==> config.mk <==
export PLATFORM = sky130hd
export DESIGN_NAME = ivi_scan_ctrl
export DESIGN_NICKNAME = d
export VERILOG_FILES = /design/src/rtl/ivi_scan_ctrl.sv
export SDC_FILE = /design/constraint.sdc
export NUM_CORES = 1
export LEC_CHECK = 0
export ABC_AREA = 1
export ABC_CLOCK_PERIOD_IN_PS = 2800
export BUFFER_PORTS_ARGS = -buffer_cell sky130_fd_sc_hd__buf_2
export CORE_MARGIN = 2
export CORE_UTILIZATION = 50
export DETAILED_ROUTE_END_ITERATION = 16
export GPL_ROUTABILITY_DRIVEN = 0
export PLACE_DENSITY = 0.78
export SYNTH_ARGS = -nofsm -noshare
export SYNTH_HDL_FRONTEND = slang
export SYNTH_SLANG_ARGS = --single-unit
==> constraint.sdc <==
create_clock -name clk_200MHz -period 2.8 [get_ports clk_200MHz]
set_input_delay 0.14 -clock clk_200MHz [delete_from_list [all_inputs] [get_ports clk_200MHz]]
set_output_delay 0.14 -clock clk_200MHz [all_outputs]
set_load 0.01 [all_outputs]
==> src/rtl/ivi_scan_ctrl.sv <==
// rtl/ivi_scan_ctrl.sv - regime scan sequencer for the time-interval measurement core
// Optional: define IVI_SEQ_RETRY_EN to re-arm once on a regime's first timeout before reporting it.
module ivi_scan_ctrl #(
   parameter int unsigned TIMEOUT_CYCLES = 200000,
   parameter int unsigned ARM_CYCLES     = 4
) (
   input  logic        clk_200MHz,
   input  logic        reset,
   input  logic        start,
   input  logic        continuous,
   input  logic        abort,
   input  logic [2:0]  regime_mask,
   input  logic        meas_end,
   input  logic [44:0] meas_digits,
   output logic        meas_access,
   output logic [2:0]  meas_regime,
   output logic        busy,
   output logic        result_valid,
   output logic [2:0]  result_regime,
   output logic [44:0] result_digits,
   output logic        result_timeout,
   output logic        scan_done,
   output logic [7:0]  timeout_count
);

   typedef enum logic [2:0] {S_IDLE, S_SELECT, S_ARM, S_RUN, S_CAPTURE, S_DONE} state_t;

   localparam logic [23:0] TIMER_LAST = 24'(TIMEOUT_CYCLES - 1);
   localparam logic [3:0]  ARM_LAST   = 4'(ARM_CYCLES - 1);

   state_t      state_q, state_d;
   logic [2:0]  mask_q, mask_d;
   logic [1:0]  idx_q, idx_d;
   logic [2:0]  regime_q, regime_d;
   logic [3:0]  arm_cnt_q, arm_cnt_d;
   logic [23:0] timer_q, timer_d;
   logic [2:0]  res_regime_q, res_regime_d;
   logic [44:0] res_digits_q, res_digits_d;
   logic        res_timeout_q, res_timeout_d;
   logic [7:0]  tmo_cnt_q, tmo_cnt_d;
`ifdef IVI_SEQ_RETRY_EN
   logic        retry_q, retry_d;
`endif

   logic        sel_found;
   logic [1:0]  sel_idx;
   logic        do_retry;

   function automatic logic [2:0] regime_code(input logic [1:0] bit_pos);
      case (bit_pos)
         2'd0:    regime_code = 3'b011;
         2'd1:    regime_code = 3'b101;
         default: regime_code = 3'b110;
      endcase
   endfunction

   // Descending scan so the lowest qualifying bit is the one left standing.
   always_comb begin
      sel_found = 1'b0;
      sel_idx   = 2'd0;
      for (int i = 2; i >= 0; i--) begin
         if (mask_q[i] && (2'(i) >= idx_q)) begin
            sel_found = 1'b1;
            sel_idx   = 2'(i);
         end
      end
   end

   always_comb begin
`ifdef IVI_SEQ_RETRY_EN
      do_retry = !retry_q;
`else
      do_retry = 1'b0;
`endif
   end

   always_comb begin
      state_d       = state_q;
      mask_d        = mask_q;
      idx_d         = idx_q;
      regime_d      = regime_q;
      arm_cnt_d     = arm_cnt_q;
      timer_d       = timer_q;
      res_regime_d  = res_regime_q;
      res_digits_d  = res_digits_q;
      res_timeout_d = res_timeout_q;
      tmo_cnt_d     = tmo_cnt_q;
`ifdef IVI_SEQ_RETRY_EN
      retry_d       = retry_q;
`endif
      if (abort) begin
         state_d = S_IDLE;
      end else begin
         case (state_q)
            S_IDLE: begin
               if (start && (regime_mask != 3'b000)) begin
                  mask_d  = regime_mask;
                  idx_d   = 2'd0;
                  state_d = S_SELECT;
               end
            end
            S_SELECT: begin
`ifdef IVI_SEQ_RETRY_EN
               retry_d = 1'b0;
`endif
               if (sel_found) begin
                  regime_d  = regime_code(sel_idx);
                  idx_d     = sel_idx;
                  arm_cnt_d = 4'd0;
                  state_d   = S_ARM;
               end else begin
                  state_d = S_DONE;
               end
            end
            S_ARM: begin
               if (arm_cnt_q == ARM_LAST) begin
                  timer_d = 24'd0;
                  state_d = S_RUN;
               end else begin
                  arm_cnt_d = arm_cnt_q + 4'd1;
               end
            end
            S_RUN: begin
               if (meas_end) begin
                  res_digits_d  = meas_digits;
                  res_timeout_d = 1'b0;
                  res_regime_d  = regime_q;
                  state_d       = S_CAPTURE;
               end else if (timer_q == TIMER_LAST) begin
                  if (do_retry) begin
`ifdef IVI_SEQ_RETRY_EN
                     retry_d = 1'b1;
`endif
                     arm_cnt_d = 4'd0;
                     state_d   = S_ARM;
                  end else begin
                     res_digits_d  = 45'd0;
                     res_timeout_d = 1'b1;
                     res_regime_d  = regime_q;
                     if (tmo_cnt_q != 8'hFF) tmo_cnt_d = tmo_cnt_q + 8'd1;
                     state_d = S_CAPTURE;
                  end
               end else begin
                  timer_d = timer_q + 24'd1;
               end
            end
            S_CAPTURE: begin
               idx_d   = idx_q + 2'd1;
               state_d = S_SELECT;
            end
            S_DONE: begin
               if (continuous) begin
                  mask_d  = regime_mask;
                  idx_d   = 2'd0;
                  state_d = (regime_mask != 3'b000) ? S_SELECT : S_IDLE;
               end else begin
                  state_d = S_IDLE;
               end
            end
            default: state_d = S_IDLE;
         endcase
      end
   end

   always_ff @(posedge clk_200MHz) begin
      if (!reset) begin
         state_q       <= S_IDLE;
         mask_q        <= 3'b000;
         idx_q         <= 2'd0;
         regime_q      <= 3'b011;
         arm_cnt_q     <= 4'd0;
         timer_q       <= 24'd0;
         res_regime_q  <= 3'b000;
         res_digits_q  <= 45'd0;
         res_timeout_q <= 1'b0;
         tmo_cnt_q     <= 8'd0;
`ifdef IVI_SEQ_RETRY_EN
         retry_q       <= 1'b0;
`endif
      end else begin
         state_q       <= state_d;
         mask_q        <= mask_d;
         idx_q         <= idx_d;
         regime_q      <= regime_d;
         arm_cnt_q     <= arm_cnt_d;
         timer_q       <= timer_d;
         res_regime_q  <= res_regime_d;
         res_digits_q  <= res_digits_d;
         res_timeout_q <= res_timeout_d;
         tmo_cnt_q     <= tmo_cnt_d;
`ifdef IVI_SEQ_RETRY_EN
         retry_q       <= retry_d;
`endif
      end
   end

   assign meas_access    = (state_q != S_ARM);
   assign meas_regime    = regime_q;
   assign busy           = (state_q != S_IDLE);
   assign result_valid   = (state_q == S_CAPTURE);
   assign result_regime  = res_regime_q;
   assign result_digits  = res_digits_q;
   assign result_timeout = res_timeout_q;
   assign scan_done      = (state_q == S_DONE);
   assign timeout_count  = tmo_cnt_q;

endmodule

**After elaboration in Yosys (flattened, before gate mapping)**

Cells that the tools add are included.

- Output and inout port bits: 64
- Bits in registers: 96
- Word-level logic and storage cells: 95
- Bits of input ports: 54

- Multiplexer cells: 35
- Order comparisons: 3
- Equality and inequality tests: 18
- Bitwise gates (word level): 3
- Reduce and logical (&&, ||, !) cells: 22
- $add $sub $neg: 4

Operators with widths:

| cell | count |
|---|---|
| $mux 45 | 2 |
| $mux 24 | 3 |
| $pmux 24 s2 | 1 |
| $mux 3 | 9 |
| $add 24x1->24 const B | 1 |
| $eq 24x18->1 const B | 1 |
| $pmux 3 s6 | 1 |
| $reduce_and 5->1 | 3 |
| $ne 2x2->1 const B | 7 |
| $mux 2 | 6 |
| $pmux 3 s2 | 2 |
| $reduce_and 3->1 | 3 |
| $add 8x1->8 const B | 1 |
| $mux 4 | 2 |
| $ne 8x8->1 const B | 1 |
| $pmux 2 s4 | 1 |
| $pmux 4 s2 | 1 |
| $reduce_and 4->1 | 2 |
| $reduce_bool 2->1 | 4 |
| $mux 1 | 7 |
| $eq 3x2->1 const B | 2 |
| $eq 3x3->1 const B | 2 |
| $reduce_bool 3->1 | 2 |
| $add 4x1->4 const B | 1 |
| other kinds (14) | 20 |

**Logic depth before layout (Yosys ltp)**

Gate-level depths: netlist of the first run.

- Word-level depth: 7
- Gate-level depth with buffers: 11
- Depth with buffers taken out: 11

**Worst setup path before layout of the first run**

Ideal clock, no wire load.

- Kind: register -> register
- Start: register timer_q[0]
- End: register res_timeout_q (netlist: result_timeout)
- Slack: 1.200 ns
- Buffers on the path: 1
- Arrival: 1.472 ns
- Setup time: 0.128 ns
- Clock period less this slack: 1.600 ns
- Stages on the path, launching flop included: 10
- Data required time: 2.672 ns
- Cells stage by stage: dfxtp_1 > ha_1 > nand3_1 > nor2_2 > nand3_4 > nand2_1 > nand2_2 > buf_6 > a22oi_1 > nor2_1

- Cells in the longest elaborated chain, start to end: 3

Ends and longest elaborated chain:

| element | line | text |
|---|---|---|
| start, declared | 36 | `logic [23:0] timer_q, timer_d;` |
| start signal, assigned | 186 | `timer_q <= timer_d;` |
| $eq 24x18->1 | 129 | `end else if (timer_q == TIMER_LAST) begin` |
| $reduce_bool 2->1 (no source line) | n/a |  |
| $reduce_and 3->1 (no source line) | n/a |  |
| end signal, assigned | 189 | `res_timeout_q <= res_timeout_d;` |
| end, declared | 39 | `logic res_timeout_q, res_timeout_d;` |

No other way between the ends.
A chain may end at the register's enable or synchronous reset.

**Final worst setup path of the first run**

- Start: register arm_cnt_q[0]
- End: register timer_q[3]

- Cells in the longest elaborated chain, start to end: 3

Ends and longest elaborated chain:

| element | line | text |
|---|---|---|
| start, declared | 35 | `logic [3:0] arm_cnt_q, arm_cnt_d;` |
| start signal, assigned | 185 | `arm_cnt_q <= arm_cnt_d;` |
| $eq 4x2->1 | 116 | `if (arm_cnt_q == ARM_LAST) begin` |
| $ne 2x2->1 (no source line) | n/a |  |
| $reduce_and 5->1 (no source line) | n/a |  |

No other way between the ends.

==> results of run 1 <==
stage by stage:
| step | hold WS, ns | cell area, µm² |
|---|---|---|
| 3_3_place_gp | 0.413 | 5320 |
| 6_report | 0.0411 | 5520 |
| 4_1_cts | 0.0353 | 5520 |
| 5_1_grt | 0.0335 | 5520 |
| 2_1_floorplan | 0.278 | 4710 |
| 3_5_place_dp | 0.417 | 5320 |
final cells by class:
cell class	count	area share [%]
repair buffers	122	11.3
clock inverters	5	1.20
flip-flops and latches	96	34.8
clock buffers	10	2.31
well taps	111	2.52
multi-input cells	499	43.2
inverters	69	4.69
state kept, by name, indices dropped and copies added (netlist names):
| name | flops |
|---|---|
| mask_q | 3 |
| arm_cnt_q | 4 |
| meas_regime | 3 |
| result_timeout | 1 |
| result_digits | 45 |
| result_regime | 3 |
| timer_q | 24 |
| timeout_count | 8 |
| state_q | 3 |
| idx_q | 2 |
layer usage:
metal | wire, µm | track usage [%]
met5 | 0 | 0
met4 | 332 | 9.46
met3 | 705 | 4.72
met2 | 5940 | 41.4
met1 | 4930 | 28.0
worst min-delay path, stage by stage:
cell	delay (ns)
buf_2	0.09
nand3_1	0.07
a21oi_1	0.06
worst paths after layout:
check / startpoint / end / slack [ns]
max: arm_cnt_q[0] / timer_q[3] / 0.61
min: meas_digits[16] / result_digits[16] / 0.04
max reg2reg: arm_cnt_q[0] / timer_q[3] / 0.61
min reg2reg: mask_q[2] / mask_q[2] / 0.46
power by group through the flow:
stage / combinational (W) / clock, W / sequential (W)
finish: 0.000190 / 0.000921 / 0.00139
global placement: 0.000183 / 0 / 0.00142
CTS: 0.000189 / 0.000936 / 0.00139
detailed placement: 0.000189 / 0 / 0.00142
global route: 0.000214 / 0.000991 / 0.00139
floorplan: 0.000117 / 0 / 0.00142
cells in the mapped netlist, drive strengths merged:
cell type  instances
nand3b             2
a21oi             72
o211ai             1
nand4             16
clkinv             2
and3               1
a31oi              1
o2111ai            1
o31ai              1
clkbuf            12
or2                2
nor2              97
o21ai             19
nor3b              1
nand2            177
xor2               6
dfxtp             96
nor3               3
nor4               1
xnor2              4
inv               67
a22oi              1
o22ai              1
buf               16
nand3             84
o21a               1
ha                 6
a211oi             1
cell families (layout without fill, tap and decap cells):
| family | Yosys count | count (layout) | share of synthesized area [%] |
|---|---|---|---|
| DFF | 96 | 96 | 40.8 |
| adders and majority gates | 6 | 6 | 1.59 |
| xor gates and xnor gates | 10 | 10 | 1.86 |
| AOI/OAI and AO/OA | 99 | 99 | 11.2 |
| buffers and inverters | 97 | 206 | 8.68 |
| and+or+nand+nor | 384 | 384 | 35.8 |
==> run_results.csv, run 1 <==
group,metric,value,unit
outcome,status,"complete, no violations",
yosys,ys_types,43,
cts,post-cts-setup-buffers,0,
floorplan,die_h,101,µm
sta,rsz0062_at_grt,"no",
final_layout,nets,857,
floorplan,rows,35,
power_and_ir_drop,vdd_ir_drop_max,336,µV
yosys,yosysWarningCount,0,
yosys,avgSynthCellArea,6.81,µm²
global_route,grt_max_degree,70,
global_route,grt_first_pass_wirelength,19700,µm
cts,clock_latency,0.36,ns
setup_path,cp.arrival,2.48,ns
setup_path,cpMaxStageDelayCell,"nand2_1",
floorplan,start_util,51.2,%
final_layout,drive_gt1_share,19.6,%
yosys,synth_seq_cells,96,
global_route,antenna_found_initial,0,
final_layout,utilization,60.0,%
drt,drt_iter0_drc,207,
sta,fin_crit,2.19,ns
cts,cts-root-buf,"clkbuf_8",
final_layout,syn_to_final_growth,17.1,%
final_layout,seq_area,1920,µm²
setup_path,cp_top_family,"simple AND/OR/NAND/NOR gates",
drt,ant_nets,0,
yosys,yosys.area.top_type,"dfxtp_1",
setup_path,cp.depth,9,
yosys,syn_area,4710,µm²
power_and_ir_drop,power.internal,0.00186,W
drt,vias_per_cell,5.37,
final_layout,antenna_cells,0,
sta,fin_crit_sh,78.3,%
setup_path,crit_path_start_kind,"flip-flop",
setup_path,cp_num_buf_inv,2,
floorplan,core_area,9200,µm²
cts,cts_sinks,96,
power_and_ir_drop,p_per_area,453,nW/µm²
final_layout,layout_common_cells,"174 x nand2_1, 117 x buf_2, 96 x dfxtp_1, 90 x nor2_1, 82 x nand3_1",
cts,hold_buffers,0,
placed_design,dpl.cell_count,897,
cts,clk_path_buf_depth,2,
final_layout,fill_cells,879,
drt,vias,4894,
power_and_ir_drop,switchingPower,0.000636,W
sta,fin_skew,0.0100,ns
setup_path,r2r_cells,9,
sta,max_slew_margin,42.0,%
sta,finalSetupTns,0,ns
final_layout,layout_commonest_cell,"nand2_1",
yosys,ys_seq_area_share,40.8,%
sta,hold_viol_final,0,
cts,htree_levels,3,
yosys,ys_top_cells_by_area,"dfxtp_1 41%, nand2_1 14%, nand3_1 8.7%, a21oi_1 7.4%, nor2_1 7.2%",
power_and_ir_drop,clkPwrFrac,36.8,%
yosys,syn-num-nets,752,
placed_design,dp_hpwl,8470,µm
setup_path,cp_cell_sequence,"ha_1 -> inv_1 -> nor2_1 -> nand2_1 -> a21oi_4 -> nand2_1 -> o21ai_0 -> inv_1 -> nor2_1",
setup_path,path_class,"reg2reg",
drt,wl_per_cell,13.1,µm
sta,drv_slew,0,
sta,finalSetupViolCount,0,
power_and_ir_drop,leakage,2.39,nW
yosys,synthCells,692,
drt,drt_pass1_iterations,5,
placed_design,portBuffers,117,
global_route,grt_pass1_vias,4526,
final_layout,multi_input_area,2380,µm²
floorplan,io_pins,118,
cts,cts_resized,0,
run,cap_violations,0,
cts,cts_buffers,9,
power_and_ir_drop,power_frac_comb,7.6,%
power_and_ir_drop,power_frac_seq,55.6,%
drt,wirelength,11900,µm
yosys,synth_top_area_share,40.8,%
cts,cts_tree,"built",
cts,cts.clk_slew.worst_paths,0.10,ns
floorplan,die_width,101,µm
hold_path,hold_class,"in2reg",
placed_design,dp_slack,0.661,ns
setup_path,cp-end-kind,"flip-flop",
sta,setup_ws,0.609,ns
floorplan,die_area,10200,µm²
setup_path,cp.required,3.09,ns
hold_path,holdPathStages,3,
setup_path,cp_max_fo,20,
global_route,overflow,0,
setup_path,slowest_delay,0.48,ns
global_route,gr-usage-all-layers,23.6,%
power_and_ir_drop,switching_share,25.5,%
sta,timing.fmax,0.456,GHz
sta,tightest_slew,0.870,ns
final_layout,layout.cells.non_filler,912,
drt,drc,0,
power_and_ir_drop,total_power,0.00250,W
Note: power is estimated with default switching activity, not from simulation.
==> run 2, diff against run 1 <==
--- a/config.mk
+++ b/config.mk
@@ -6,7 +6,7 @@
 export NUM_CORES = 1
 export LEC_CHECK = 0
 export ABC_AREA = 1
-export ABC_CLOCK_PERIOD_IN_PS = 2800
+export ABC_CLOCK_PERIOD_IN_PS = 2150
 export BUFFER_PORTS_ARGS = -buffer_cell sky130_fd_sc_hd__buf_2
 export CORE_MARGIN = 2
 export CORE_UTILIZATION = 50
==> constraint.sdc (replaced) <==
create_clock -name clk_200MHz -period 2.15 [get_ports clk_200MHz]
set_input_delay 0.1075 -clock clk_200MHz [delete_from_list [all_inputs] [get_ports clk_200MHz]]
set_output_delay 0.1075 -clock clk_200MHz [all_outputs]
set_load 0.01 [all_outputs]
==> run 2 against run 1 <==
Against the previous run:
- power grew 37%
- global-route usage grew 3.3 points
- utilization grew 4.9 points
- fmax grew 13%
- sequential power grew 30%
- sequential share of layout area shrank 2.6 points
- count of clock-buffer cells in the layout is the same
- clock power grew 42%
- combinational power grew 66%
- wire length grew 13%
- critical path depth grew 3
- critical path type unchanged
- largest power group unchanged
- highest routed layer unchanged
==> run_results.csv, run 2 (same netlist as run 1, synthesis figures left out) <==
group,metric,value,unit
final_layout,layout.cells.non_filler,955,
final_layout,drive_gt1_share,19.4,%
global_route,grt_max_degree,70,
drt,drt_iter0_drc,307,
sta,max_slew_margin,71.1,%
setup_path,slowest_delay,0.39,ns
sta,fin_crit_sh,89.9,%
outcome,status,"complete, no violations",
cts,htree_levels,3,
sta,drv_slew,0,
setup_path,cp_max_fo,10,
setup_path,cpMostUsedCell,"nand2_1",
floorplan,start_util,51.2,%
floorplan,io_pins,118,
placed_design,portBuffers,117,
cts,post-cts-setup-buffers,0,
power_and_ir_drop,p_per_area,575,nW/µm²
global_route,grt_first_pass_wirelength,22100,µm
floorplan,die_area,10200,µm²
final_layout,largest_reg_flops,45,
floorplan,die_width,101,µm
sta,hold_slack,0.00948,ns
drt,wl_per_cell,14.1,µm
placed_design,dp_slack,0.196,ns
global_route,grt_pass1_vias,4884,
floorplan,core_area,9200,µm²
placed_design,dp_hpwl,8520,µm
sta,timing.fmax,0.517,GHz
cts,clk_path_buf_depth,2,
sta,setup_ws,0.217,ns
drt,drt_pass1_iterations,5,
final_layout,syn_to_final_growth,26.7,%
setup_path,cp-end-kind,"flip-flop",
global_route,gr-usage-all-layers,26.9,%
sta,rsz0062_at_grt,"no",
cts,cts_tree,"built",
power_and_ir_drop,vdd_ir_drop_max,487,µV
final_layout,nets,899,
run,cap_violations,0,
setup_path,cp.required,2.48,ns
sta,finalSetupViolCount,0,
cts,cts_buffers,9,
global_route,antenna_found_initial,0,
final_layout,layout_common_cells,"174 x nand2_1, 117 x buf_2, 96 x dfxtp_1, 90 x nor2_1, 82 x nand3_1",
hold_path,hold_class,"in2reg",
final_layout,layout_commonest_cell,"nand2_1",
cts,clock_latency,0.38,ns
sta,fin_crit,1.93,ns
floorplan,die_h,101,µm
drt,wirelength,13400,µm
setup_path,crit_path_start_kind,"flip-flop",
final_layout,antenna_cells,0,
power_and_ir_drop,leakage,2.59,nW
cts,cts_sinks,96,
setup_path,regToRegSetupSlack,0.22,ns
setup_path,cp_top_family,"simple AND/OR/NAND/NOR gates",
drt,vias,5152,
sta,finalSetupTns,0,ns
sta,hold_viol_final,0,
setup_path,cpMaxStageDelayCell,"dfxtp_1",
drt,drc,0,
placed_design,dpl.cell_count,902,
cts,cts-root-buf,"clkbuf_8",
floorplan,rows,35,
cts,cts.clk_slew.worst_paths,0.10,ns
sta,fin_skew,0.0156,ns
setup_path,path_class,"reg2reg",
sta,tightest_slew,0.431,ns
drt,vias_per_cell,5.39,
global_route,overflow,0,
setup_path,cp.arrival,2.26,ns
setup_path,cp_num_buf_inv,4,
drt,ant_nets,0,
setup_path,cp_cell_sequence,"ha_1 -> inv_1 -> nor2_1 -> nand2_1 -> a21oi_4 -> buf_4 -> inv_2 -> nor2_4 -> nand2_1 -> nand2_1 -> inv_1 -> nor2_1",
[run 2: path summary, 6_finish.rpt]
check / startpoint / end / cells past startpoint
max reg2reg: arm_cnt_q[0] / timer_q[12] / 12
min: meas_digits[31] / result_digits[31] / 3
max: arm_cnt_q[0] / timer_q[12] / 12
min reg2reg: mask_q[2] / mask_q[2] / 2
[run 2: what timing repair did]
action | in CTS | in global routing
hold buffers | 36 | 1
resized for setup | 0 | 1
endpoints found under the setup margin | 0 | 1
endpoints found under the hold margin | 36 | 1
[run 2: report_power, final]
group	leakage, nW	total (W)	switching (W)	internal (W)
Sequential	0.774	0.00181	0.0000148	0.00179
Clock	0.110	0.00131	0.000710	0.000600
Combinational	1.71	0.000316	0.000180	0.000136
[run 2: final cells by class]
class,instances,area (µm²)
inverters,69,259
clock inverters,6,85.1
repair buffers,164,1050
multi-input cells,499,2380
flip-flops and latches,96,1920
clock buffers,10,138
fillers,793,3230
well taps,111,139
[run 2: layer usage]
layer	global-route usage (%)	vias to the layer above	part of all wire (%)
li1	-	2535	-
met5	0	-	0
met4	11.2	0	3.2
met1	31.4	2390	41
met3	7.70	35	5.9
met2	45.9	192	50
[run 2: per-stage QoR]
stage                     area [µm²]  utilization, %  total power [W]
final                           5970            64.9          0.00344
after global routing            5970            64.9          0.00356
after CTS                       5960            64.8          0.00345
after detailed placement        5370            58.4          0.00210
after global placement          5370            58.4          0.00210
after floorplan                 4710               -          0.00200
[run 2: worst min-delay path, cell delays in order]
cell and delay (ns):
buf_2 0.11, nand3_1 0.07, a21oi_1 0.06
==> run 3, diff against run 2 <==
--- a/config.mk
+++ b/config.mk
@@ -8,10 +8,12 @@
 export ABC_AREA = 1
 export ABC_CLOCK_PERIOD_IN_PS = 2150
 export BUFFER_PORTS_ARGS = -buffer_cell sky130_fd_sc_hd__buf_2
+export CORE_ASPECT_RATIO = 0.6
 export CORE_MARGIN = 2
 export CORE_UTILIZATION = 50
 export DETAILED_ROUTE_END_ITERATION = 16
 export GPL_ROUTABILITY_DRIVEN = 0
+export HOLD_SLACK_MARGIN = 0.03
 export PLACE_DENSITY = 0.78
 export SYNTH_ARGS = -nofsm -noshare
 export SYNTH_HDL_FRONTEND = slang
==> run 3 against run 2 <==
Against the previous run:
- setup slack worse by 0.013 ns
- cell count is 2.1% higher
- register-to-register slack about the same
- design area increased by 1.7%
- count of clock-buffer cells in the layout fell by 1
- clock power up 19%
- worst hold slack better by 0.022 ns
- wire length up 0.33%
- fmax decreased by 0.67%
- sequential share of layout area shrank 0.55 points
==> run_results.csv, run 3 (same netlist as run 1, synthesis figures left out) <==
group,metric,value,unit
global_route,grt_pass1_vias,4682,
power_and_ir_drop,clkPwrFrac,42.4,%
final_layout,antenna_cells,0,
cts,cts_sinks,96,
global_route,overflow,0,
cts,htree_levels,3,
cts,post-cts-setup-buffers,0,
cts,cts_tree,"built",
run,cap_violations,0,
drt,ant_nets,0,
power_and_ir_drop,power_frac_comb,8.4,%
setup_path,path_class,"reg2reg",
cts,cts_buffers,9,
cts,clk_path_buf_depth,2,
outcome,status,"complete, no violations",
sta,max_slew_margin,60.8,%
final_layout,nets,900,
sta,hold_slack,0.0319,ns
sta,tightest_slew,0.587,ns
power_and_ir_drop,total_power,0.00368,W
drt,drt_iter0_drc,536,
setup_path,cp.arrival,2.16,ns
drt,wl_per_cell,13.8,µm
placed_design,dp_slack,0.202,ns
global_route,grt_max_degree,57,
power_and_ir_drop,switching_share,25.6,%
hold_path,hold_class,"in2reg",
power_and_ir_drop,leakage,2.64,nW
placed_design,portBuffers,117,
cts,cts.clk_slew.worst_paths,0.07,ns
cts,clock_latency,0.35,ns
power_and_ir_drop,p_per_area,606,nW/µm²
global_route,gr-usage-all-layers,26.6,%
floorplan,die_area,10200,µm²
floorplan,core_area,9160,µm²
final_layout,syn_to_final_growth,28.9,%
placed_design,post_dp_cell_area,5430,µm²
sta,hold_viol_final,0,
final_layout,layout_commonest_cell,"nand2_1",
sta,finalSetupViolCount,0,
power_and_ir_drop,power.internal,0.00274,W
drt,vias,5070,
final_layout,layout_common_cells,"174 x nand2_1, 117 x buf_2, 96 x dfxtp_1, 90 x nor2_1, 82 x nand3_1",
drt,drt_pass1_iterations,5,
final_layout,drive_gt1_share,19.8,%
setup_path,cp-end-kind,"flip-flop",
floorplan,io_pins,118,
setup_path,cp_max_fo,6,
power_and_ir_drop,switchingPower,0.000943,W
placed_design,dp_hpwl,9200,µm
floorplan,die_h,79.2,µm
power_and_ir_drop,vdd_ir_drop_max,346,µV
global_route,antenna_found_initial,0,
setup_path,crit_path_start_kind,"flip-flop",
drt,wirelength,13500,µm
final_layout,final_area,6070,µm²
floorplan,rows,27,
global_route,grt_first_pass_wirelength,21800,µm
final_layout,utilization,66.4,%
drt,drc,0,
sta,fin_crit,1.95,ns
sta,timing.fmax,0.514,GHz
drt,vias_per_cell,5.20,
final_layout,largest_reg_flops,45,
cts,cts-root-buf,"clkbuf_16",
sta,fin_crit_sh,90.5,%
setup_path,cp.required,2.36,ns
sta,fin_skew,0.00809,ns
sta,drv_slew,0,
floorplan,start_util,51.5,%
sta,setup_ws,0.204,ns
power_and_ir_drop,power_frac_seq,49.2,%
floorplan,die_width,129,µm
-- run 3: cell count changes in the layout (fill, tap and decap cells not counted), moves of 2 or more --
cell / previous run / this run
clkbuf_16: 0 / 9
buf_4: 8 / 10
clkinv_4: 0 / 2
dlygate4sd3_1: 37 / 35
clkbuf_8: 10 / 0
-- run 3: through the flow --
step | setup TNS (ns) | std cells
global placement | 0 | 924
finish | 0 | 975
detailed placement | 0 | 924
global route | -0.00230 | 975
CTS | 0 | 975
floorplan | 0 | 692
-- run 3: metal layers --
metal | up-vias | global-route usage, % | share of wire [%]
met2 | 219 | 41.3 | 45
met3 | 24 | 7.48 | 8.6
met5 | - | 0 | 0
li1 | 2536 | - | -
met1 | 2291 | 36.1 | 45
met4 | 0 | 7.93 | 1.4
-- run 3: power by group through the flow --
stage          sequential [W]  clock [W]  combinational, W
6_report              0.00181    0.00156          0.000310
5_1_grt               0.00181    0.00166          0.000344
4_1_cts               0.00181    0.00159          0.000305
3_5_place_dp          0.00185          0          0.000253
3_3_place_gp          0.00185          0          0.000249
2_1_floorplan         0.00185          0          0.000153
-- run 3: layout make-up --
cell class              instances  area [µm²]
clock inverters                 7        62.6
fillers                       729        3080
flip-flops and latches         96        1920
inverters                      69         259
repair buffers                165        1060
multi-input cells             499        2380
well taps                     130         163
clock buffers                   9         225
-- run 3: critical path: stages, from the launching register on --
cell     delay (ns)
dfxtp_1        0.38
ha_1           0.20
nand2_1        0.08
nor2_1         0.10
nand2_1        0.11
nor2_1         0.44
nand3_1        0.19
nand2_1        0.11
nand3_1        0.06
nand2_1        0.07
a21oi_1        0.06
-- run 3: worst paths after layout --
kind,cells after the start,startpoint,endpoint,slack [ns]
worst max-delay path,10,timer_q[0],timer_q[22],0.20
worst max register to register,10,timer_q[0],timer_q[22],0.20
worst min-delay path,3,meas_digits[16],result_digits[16],0.03
worst min register to register,2,result_digits[34],result_digits[34],0.46
-- run 3: repair_timing --
action / CTS / global route
gates resized for setup: 0 / 1
hold buffers: 35 / 0
endpoints found under the hold margin: 35 / 0
setup endpoints to repair: 0 / 5
